`src/rtl/ifetch.sv`:
```
// Instruction fetch unit: drives imem, buffers {pc, instr} pairs in a small FIFO for decode,
// and restarts on redirects. Optional macro IFETCH_MISALIGN_CHECK_EN halts fetch on misaligned redirects.
module ifetch #(
    parameter logic [31:0] RESET_PC = 32'h0000_0000,
    parameter int          DEPTH    = 2
) (
    input  logic        clk,
    input  logic        reset,
    output logic [31:0] imem_a,
    input  logic [31:0] imem_rd,
    output logic        out_valid,
    input  logic        out_ready,
    output logic [31:0] out_instr,
    output logic [31:0] out_pc,
    output logic [31:0] out_pcplus4,
    input  logic        redirect,
    input  logic [31:0] redirect_pc,
    output logic        misalign
);

    localparam int PTR_W = $clog2(DEPTH);
    localparam int CNT_W = $clog2(DEPTH + 1);

    typedef enum logic {
        RUN  = 1'b0,
        HALT = 1'b1
    } halt_t;

    logic [31:0]      fpc;
    logic [31:0]      pc_mem    [DEPTH];
    logic [31:0]      instr_mem [DEPTH];
    logic [PTR_W-1:0] rd_ptr;
    logic [PTR_W-1:0] wr_ptr;
    logic [CNT_W-1:0] count;
    halt_t            state;
    halt_t            state_next;
    logic [31:0]      redirect_target;
    logic             full;
    logic             pop;
    logic             push;

    assign imem_a    = fpc;
    assign out_valid = (count != '0);
    assign full      = (count == CNT_W'(DEPTH));
    assign pop       = out_valid & out_ready;
    // A pop frees a slot at the same edge, so a full FIFO still accepts one word per cycle.
    assign push      = !redirect && (state == RUN) && (!full || pop);

    // NOTE: every variable driven here gets a default first so no latch is inferred.
    always_comb begin
        state_next      = state;
        redirect_target = {redirect_pc[31:2], 2'b00};
`ifdef IFETCH_MISALIGN_CHECK_EN
        if (redirect) begin
            redirect_target = redirect_pc;
            state_next      = (redirect_pc[1:0] != 2'b00) ? HALT : RUN;
        end
`endif
    end

`ifdef IFETCH_MISALIGN_CHECK_EN
    assign misalign = (state == HALT);
`else
    logic unused_lsbs;
    assign unused_lsbs = ^redirect_pc[1:0];
    assign misalign    = 1'b0;
`endif

    // NOTE: sequential state uses non-blocking assignments so all registers update together.
    always_ff @(posedge clk or posedge reset) begin
        if (reset) begin
            state <= RUN;
        end else begin
            state <= state_next;
        end
    end

    always_ff @(posedge clk or posedge reset) begin
        if (reset) begin
            fpc    <= RESET_PC;
            rd_ptr <= '0;
            wr_ptr <= '0;
            count  <= '0;
        end else if (redirect) begin
            // Flush wins over any pop decode performs in the same cycle.
            fpc    <= redirect_target;
            rd_ptr <= '0;
            wr_ptr <= '0;
            count  <= '0;
        end else begin
            if (push) begin
                fpc    <= fpc + 32'd4;
                wr_ptr <= wr_ptr + 1'b1;
            end
            if (pop) begin
                rd_ptr <= rd_ptr + 1'b1;
            end
            case ({push, pop})
                2'b10:   count <= count + 1'b1;
                2'b01:   count <= count - 1'b1;
                default: count <= count;
            endcase
        end
    end

    // NOTE: FIFO storage is not reset; count gates every read, so stale contents are never visible.
    always_ff @(posedge clk) begin
        if (push) begin
            pc_mem[wr_ptr]    <= fpc;
            instr_mem[wr_ptr] <= imem_rd;
        end
    end

    always_comb begin
        out_pc      = '0;
        out_instr   = '0;
        out_pcplus4 = '0;
        if (out_valid) begin
            out_pc      = pc_mem[rd_ptr];
            out_instr   = instr_mem[rd_ptr];
            out_pcplus4 = pc_mem[rd_ptr] + 32'd4;
        end
    end

endmodule

```
`config.mk`:
```
export PLATFORM = sky130hd
export DESIGN_NAME = ifetch
export DESIGN_NICKNAME = d
export VERILOG_FILES = /design/src/rtl/ifetch.sv
export SDC_FILE = /design/constraint.sdc
export NUM_CORES = 1
export LEC_CHECK = 0
export ABC_AREA = 1
export CORE_MARGIN = 2
export CORE_UTILIZATION = 35
export CTS_CLUSTER_DIAMETER = 120
export DETAILED_ROUTE_END_ITERATION = 10
export GPL_TIMING_DRIVEN = 0
export MAX_ROUTING_LAYER = met4
export SLEW_MARGIN = 20
export SYNTH_ARGS = -nofsm -noshare
export SYNTH_HDL_FRONTEND = slang
export SYNTH_SLANG_ARGS = --single-unit
```
`constraint.sdc`:
```
create_clock -name clk -period 5.14 [get_ports clk]
set_input_delay 0.771 -clock clk [delete_from_list [all_inputs] [get_ports clk]]
set_output_delay 0.771 -clock clk [all_outputs]
set_load 0.005 [all_outputs]
```
Yosys cells after proc, flatten, opt, wreduce, memory -nomap -nowiden
Memories as Yosys holds them, arrays and structs flattened.
Index checks and enable logic that the tools add are counted.
{"block": "word_totals", "input_bits": 68, "mem_count": 2, "wordCells": 37, "reg_bits": 36, "ram_bits": 128, "output_inout_bits": 130}
{"name": "instr_mem", "words": 2, "width": 32, "rd": 1, "rd_ports_with_merged_regs": 0, "wr": 1, "line": "31", "text": "logic [31:0] instr_mem [DEPTH];"}
{"name": "pc_mem", "words": 2, "width": 32, "rd": 1, "rd_ports_with_merged_regs": 0, "wr": 1, "line": "30", "text": "logic [31:0] pc_mem [DEPTH];"}
{"block": "classes", "n_addsub": 6, "n_reduce_logical": 8, "n_mux": 13, "n_eq_ne": 3, "bitwise": 1}
{"cell": "32-bit 2-to-1 mux", "count": 5}
{"cell": "32-bit by 3-bit adder with 32-bit output (second input constant)", "count": 2}
{"cell": "1-bit 2-to-1 mux", "count": 6}
{"cell": "2-bit nonzero test", "count": 3}
{"cell": "2-bit == test (second input constant)", "count": 2}
{"cell": "2-bit one-hot mux with 2 select lines", "count": 1}
{"cell": "3-bit nonzero test", "count": 1}
{"cell": "1-bit adder (second input constant)", "count": 2}
{"cell": "2-bit by 1-bit adder with 2-bit output (second input constant)", "count": 1}
{"cell": "2-bit by 1-bit == test with 1-bit output (second input constant)", "count": 1}
{"cell": "1-bit logical NOT", "count": 2}
{"cell": "2-bit 2-to-1 mux", "count": 1}
{"cell": "2-bit by 1-bit subtractor with 2-bit output (second input constant)", "count": 1}
{"cell": "1-bit bitwise AND", "count": 1}
{"cell": "1-bit logical AND", "count": 1}
{"cell": "1-bit logical OR", "count": 1}

Logic depth before layout (Yosys ltp)
Gate-level depths: netlist of the first run.
{"block": "depth", "ltp_word": 7, "mapped_depth": 14, "ltp_nobuf": 13}

Worst setup path before layout of the first run
OpenSTA, ideal clock, no wires.
{"block": "synth_timing", "path_type": "input to register", "start": "input port redirect", "end": "memory instr_mem[0][0] (enable)", "arrival_ns": 3.838, "slack_ns": 0.818, "path_buffers": 1, "setup_ns": 0.483, "stages": 4, "required_ns": 4.657, "path_cell_list": "buf_2 > inv_1 > nand2_2 > nor2_1"}
{"block": "synth_via", "elab_chain_len": 4}
{"element": "start: declaration", "line": "16", "text": "input logic redirect,"}
{"element": "1-bit logical NOT", "line": "47", "text": "assign push = !redirect && (state == RUN) && (!full || pop);"}
{"element": "1-bit logical AND", "line": "47"}
{"element": "1-bit 2-to-1 mux", "line": "108", "text": "if (push) begin"}
{"element": "1-bit 2-to-1 mux (not written as such)", "line": "110", "text": "instr_mem[wr_ptr] <= imem_rd;"}
{"element": "end: declaration", "line": "31"}
No other way between the ends.

Worst setup path after layout of the first run
{"block": "layout_timing", "start": "register rd_ptr", "end": "output port out_pcplus4[14]"}
{"block": "layout_via", "elab_chain_len": 3}
{"element": "start: declaration", "line": "32", "text": "logic [PTR_W-1:0] rd_ptr;"}
{"element": "start signal: assignment", "line": "96", "text": "rd_ptr <= rd_ptr + 1'b1;"}
{"element": "memory read 2 x 32 bit"}
{"element": "32-bit by 3-bit adder with 32-bit output", "line": "121", "text": "out_pcplus4 = pc_mem[rd_ptr] + 32'd4;"}
{"element": "32-bit 2-to-1 mux", "line": "118", "text": "if (out_valid) begin"}
{"element": "end: declaration", "line": "15", "text": "output logic [31:0] out_pcplus4,"}
No other way between the ends.

==> impl_metrics.py, run 1 <==
metrics = {
    "placed_design": {
        "hpwl_um": 17600,
        "io_buffers": 187,
        "gp_congestion": 0.920,
        "dpl-instance-area_um2": 10700,
        "dp_slack_ns": 1.75,
        "placed_cells": 1497,
    },
    "sta": {
        "hold_slack_ns": 0.576,
        "timing.final.crit_share_pct": 75.5,
        "hold_violations": 0,
        "finalMaxSlewViolations": 0,
        "setup_viol": 0,
        "tightest_slew_ns": 0.772,
        "tns_ns": 0,
        "setup_ws_ns": 1.26,
        "slew_headroom_pct": 48.5,
        "rsz0062_at_grt": "no",
        "period_needed_ns": 3.88,
        "max_freq_mhz": 258,
        "skew_ns": 0.00860,
    },
    "synthesis": {
        "ys_ff_latch": 158,
        "synth_most_common_cell": "nand2_1",
        "ys_warn_count": 0,
        "yosysSeqAreaShare_pct": 55.4,
        "synth_area_leaders": "edfxtp_1 45%, nand2_1 16%, dfrtp_1 10%, nor2_1 6.0%, inv_1 3.9%",
        "syn-cell-area_um2": 8260,
        "synth_edf_count": 124,
        "yosys-top-cells-count": "357 x nand2_1, 132 x nor2_1, 124 x edfxtp_1",
        "yosys.area.top_type": "edfxtp_1",
        "synth_cell_types": 39,
        "synthArstFlopShare_pct": 21.5,
        "netlist_instances": 981,
        "synthFlopType": "edfxtp_1",
        "syn_avg_cell_area_um2": 8.42,
        "synth_top_area_share_pct": 45.1,
    },
    "setup_path": {
        "arrival_ns": 3.11,
        "crit_path_end_kind": "output port",
        "critical_path_required_ns": 4.37,
        "path_class": "reg -> out",
        "cp-start-kind": "flop",
        "path_max_fanout": 10,
        "worst-r2r-cell-count": 7,
    },
    "cts": {
        "root_buffer": "clkbuf_16",
        "cts_resized": 0,
        "cts_hold_buf": 0,
        "cts_buffer_depth": 2,
        "cts_tree": "done",
        "cts.sinks": 158,
        "htreeDepth": 4,
        "cts_setup_buffers": 0,
        "clkTransAtPathRegs_ns": 0.07,
        "numCtsBuffers": 17,
        "clock_latency_ns": 0.43,
    },
    "run_status": {
        "status": "finished clean",
    },
    "pwr": {
        "p_total_mw": 3.60,
        "p_leak_nw": 4.55,
        "vdd_drop_max_mv": 0.237,
        "powerDensity_nw_per_um2": 320,
    },
    "layout": {
        "stdcell_count": 1529,
        "fin_area_um2": 11300,
        "syn2layout_area_growth_pct": 36.4,
        "n_antenna_cell": 0,
        "fin_nets": 1267,
        "drive_above_1_share_pct": 8.93,
        "utilization_pct": 48.3,
    },
    "floorplan": {
        "dieWidth_um": 158,
        "coreArea_um2": 23300,
        "fp.dieH_um": 158,
        "ios": 198,
        "num_rows": 56,
        "die_area_um2": 24800,
        "initial_utilization_pct": 35.4,
    },
    "routing": {
        "dr.pass1.iters": 4,
        "drt_wl_total_um": 23000,
        "drtIter0Drc": 413,
        "wl_per_cell_um": 15.1,
        "via_per_inst": 4.56,
        "ant_nets": 0,
        "via_count": 6973,
        "drc_errors": 0,
    },
    "global_route": {
        "grt_overflow_total": 0,
        "antenna_found_initial": 0,
        "first_global_vias": 6557,
        "grt_max_degree": 35,
        "grt_pass1_wl_um": 35200,
        "track_usage_pct": 19.5,
    },
    "worst_hold_path": {
        "hp-class": "reg -> reg",
        "holdPathStages": 3,
    },
    "run": {
        "drv_cap": 0,
    },
}
==> final cells by class <==
class,instances,area [um^2]
tap,319,399
timing repair buffer,191,1970
inverter,89,339
clock buffer,17,425
clock inverter,15,170
sequential,158,4570
multi-input combinational,701,3150
fill,2236,12100
buffer,39,238
==> per-layer routing <==
layer	vias to the layer above	GRT usage (%)	part of all wire (%)
met5	-	-	0
met4	0	5.11	1.0
met3	22	3.45	6.2
met2	213	30.9	48
met1	3168	26.0	45
li1	3570	-	-
==> critical path, cell delays in order, from the launching register on <==
cell             delay (ns)
dfrtp_1                0.38
buf_6                  0.14
buf_6                  0.14
nand2_1                0.08
o21ai_2                0.13
inv_1                  0.17
ha_1                   0.20
nand2_1                0.10
nor2_2                 0.21
nand2_2                0.13
nor2_4                 0.14
o21ai_1                0.07
a21oi_1                0.25
clkdlybuf4s50_1        0.55
==> placed cells by master, fill, tap and decap left out, types with 6 or more instances in the layout <==
master / count
nor3_1: 10
nor2_1: 130
buf_2: 7
edfxtp_1: 124
o21ai_0: 17
nand3_1: 44
conb_1: 7
clkbuf_16: 17
clkdlybuf4s50_1: 187
inv_1: 85
dfrtp_1: 34
nor2_2: 11
buf_4: 9
a21oi_1: 45
clkbuf_1: 11
nand2_1: 357
nand2_2: 23
nor2_4: 8
xor2_1: 14
buf_1: 6
==> power by group <==
group | internal, mW | total (mW) | switching (mW)
clock network | 0.694 | 1.25 | 0.560
registers | 1.49 | 1.57 | 0.0787
logic | 0.370 | 0.780 | 0.410
total | 2.56 | 3.60 | 1.05
==> state kept, by name (all words and copies together) (netlist names) <==
| register | flops |
|---|---|
| rd_ptr | 1 |
| wr_ptr | 1 |
| instr_mem | 64 |
| count | 2 |
| imem_a | 30 |
| pc_mem | 60 |
==> path summary, 6_finish.rpt <==
check                           startpoint               to  slack [ns]
worst max-delay path                rd_ptr  out_pcplus4[14]        1.26
min in group asynchronous            reset        imem_a[3]        0.81
max in group asynchronous            reset       imem_a[15]        3.84
worst min-delay path              count[1]         count[1]        0.58
worst max register to register    count[1]    pc_mem[0][13]        2.83
worst min register to register    count[1]         count[1]        0.58
==> kinds of logic (layout without fill, tap and decap cells) <==
| kind of cell | count (synthesis) | after routing | share of synthesized area (%) |
|---|---|---|---|
| simple gates | 596 | 596 | 30.2 |
| flops | 158 | 158 | 55.4 |
| buf+inv | 128 | 351 | 6.98 |
| fa+ha+maj | 2 | 2 | 0.303 |
| compound gates | 79 | 79 | 5.33 |
| other cells | 1 | 7 | 0.0454 |
| xor+xnor | 17 | 17 | 1.80 |
Power figures use the tool's default switching activity.
==> inputs of run 2 (changes only) <==
Clock period 5.14 ns to 3.85 ns, I/O delays scaled along.
==> impl_metrics.py, run 2 (synthesis results as in run 1) <==
metrics = {
    "run_status": {
        "status": "finished clean",
    },
    "setup_path": {
        "worst-r2r-cell-count": 8,
        "crit_chain": "buf_6 > buf_6 > nand2_1 > o21ai_2 > inv_1 > ha_1 > nand2_1 > nor2_2 > nand2_2 > nor2_4 > o21ai_1 > a21oi_1 > clkdlybuf4s50_1",
        "cpPeakStageDelay_ns": 0.54,
        "critical-path-top-delay-family": "buffers and inverters",
        "path_max_fanout": 10,
        "crit_path_end_kind": "output port",
        "cp.depth": 13,
        "path_class": "reg -> out",
        "cp-start-kind": "flop",
        "critical_path_required_ns": 3.27,
        "arrival_ns": 3.09,
        "cpMaxStageDelayCell": "clkdlybuf4s50_1",
        "path_buf_inv": 4,
    },
    "worst_hold_path": {
        "hp-class": "in -> async",
    },
    "cts": {
        "root_buffer": "clkbuf_16",
        "cts_resized": 0,
        "cts_tree": "done",
        "numCtsBuffers": 17,
        "clock_latency_ns": 0.43,
        "cts_hold_buf": 0,
        "clkTransAtPathRegs_ns": 0.06,
        "cts_setup_buffers": 0,
        "htreeDepth": 4,
        "cts.sinks": 158,
        "cts_buffer_depth": 2,
    },
    "routing": {
        "via_per_inst": 4.59,
        "via_count": 7025,
        "drc_errors": 0,
        "ant_nets": 0,
        "dr.pass1.iters": 5,
        "wl_per_cell_um": 15.4,
        "drtIter0Drc": 430,
        "drt_wl_total_um": 23600,
    },
    "global_route": {
        "grt_overflow_total": 0,
        "first_global_vias": 6573,
        "antenna_found_initial": 0,
        "grt_max_degree": 27,
        "grt_pass1_wl_um": 35800,
        "track_usage_pct": 19.8,
    },
    "layout": {
        "n_antenna_cell": 0,
        "stdcell_count": 1532,
        "utilization_pct": 49.0,
        "nFillCells": 2260,
        "largest_reg_flops": 64,
        "final_cell_mix": "357 x nand2_1, 187 x clkdlybuf4s50_1, 130 x nor2_1",
        "syn2layout_area_growth_pct": 38.5,
        "largest_register": "instr_mem",
        "final_common_cell": "nand2_1",
        "drive_above_1_share_pct": 8.90,
        "fin_nets": 1270,
    },
    "placed_design": {
        "placed_cells": 1500,
        "io_buffers": 187,
        "hpwl_um": 18200,
        "dp_slack_ns": 0.646,
        "gp_congestion": 0.916,
    },
    "sta": {
        "setup_viol": 0,
        "tns_ns": 0,
        "skew_ns": 0.0107,
        "slew_headroom_pct": 56.0,
        "finalMaxSlewViolations": 0,
        "rsz0062_at_grt": "no",
        "setup_ws_ns": 0.187,
        "max_freq_mhz": 273,
        "hold_violations": 0,
        "tightest_slew_ns": 0.653,
        "timing.final.crit_share_pct": 95.1,
        "period_needed_ns": 3.66,
    },
    "floorplan": {
        "die_area_um2": 24800,
        "dieWidth_um": 158,
        "initial_utilization_pct": 35.4,
        "fp.dieH_um": 158,
        "coreArea_um2": 23300,
        "num_rows": 56,
        "ios": 198,
    },
    "pwr": {
        "vdd_drop_max_mv": 0.343,
        "power_frac_comb_pct": 20.7,
        "p_clk_share_pct": 38.3,
        "p_leak_nw": 4.63,
        "p_sw_share_pct": 26.0,
        "pwr-share-seq_pct": 41.0,
        "p_switching_mw": 1.33,
        "p_int_mw": 3.79,
        "powerDensity_nw_per_um2": 447,
    },
    "run": {
        "drv_cap": 0,
    },
}
run 2: changes by cell type in the layout (fill, tap and decap cells not counted):
| cell | change |
|---|---|
| buf_12 | +1 |
| buf_16 | +2 |
| bufinv_16 | +6 |
| clkbuf_1 | +2 |
| clkinv_1 | +1 |
| clkinv_4 | +1 |
| clkinv_8 | -1 |
| clkinvlp_4 | -2 |
| inv_6 | -3 |
| inv_8 | -4 |
run 2: worst paths after layout:
check | from | endpoint | slack (ns)
worst max-delay path | rd_ptr | out_pcplus4[14] | 0.19
worst min-delay path | reset | imem_a[28] | 0.39
worst max register to register | count[1] | instr_mem[0][26] | 1.65
worst min register to register | count[1] | count[1] | 0.58
max in group asynchronous | reset | count[0] | 3.04
min in group clk | count[1] | count[1] | 0.58
run 2: cell type report:
type / instances / area [um^2] / area share, %
Sequential cell: 158 / 4570 / 40.0
Tap cell: 319 / 399 / 3.49
Buffer: 39 / 238 / 2.08
Clock buffer: 19 / 433 / 3.78
Timing Repair Buffer: 194 / 2050 / 17.9
Clock inverter: 13 / 260 / 2.27
Multi-Input combinational cell: 701 / 3150 / 27.5
Inverter: 89 / 339 / 2.96
run 2: per-layer routing:
| layer | GRT usage, % | part of all wire (%) |
|---|---|---|
| met5 | - | 0 |
| met1 | 26.8 | 46 |
| met2 | 31.3 | 48 |
| met3 | 2.90 | 4.9 |
| met4 | 5.15 | 1.1 |
run 2: power groups by stage:
stage / Combinational, mW / Sequential (mW) / Clock [mW]
floorplan: 0.498 / 2.10 / 0
global placement: 1.03 / 2.14 / 0
detailed placement: 1.07 / 2.13 / 0
CTS: 1.07 / 2.10 / 1.99
global route: 1.17 / 2.12 / 2.06
finish: 1.06 / 2.10 / 1.96
run 2: metrics by stage:
| stage | total power, mW | hold slack [ns] | cell area (um^2) |
|---|---|---|---|
| 6_report | 5.12 | 0.388 | 11400 |
| 3_3_place_gp | 3.16 | 0.550 | 10600 |
| 4_1_cts | 5.16 | 0.378 | 11400 |
| 5_1_grt | 5.34 | 0.400 | 11400 |
| 3_5_place_dp | 3.20 | 0.565 | 10700 |
| 2_1_floorplan | 2.60 | 0.506 | 8290 |
run 2: worst register-to-register path, cell delays in order, from the launching register on:
cell and delay, ns:
dfrtp_1 0.41, nand2_1 0.10, nor2_1 0.10, inv_1 0.15, nand2_2 0.21, nor2_4 0.33, buf_12 0.23, buf_16 0.20
buf_16 0.18
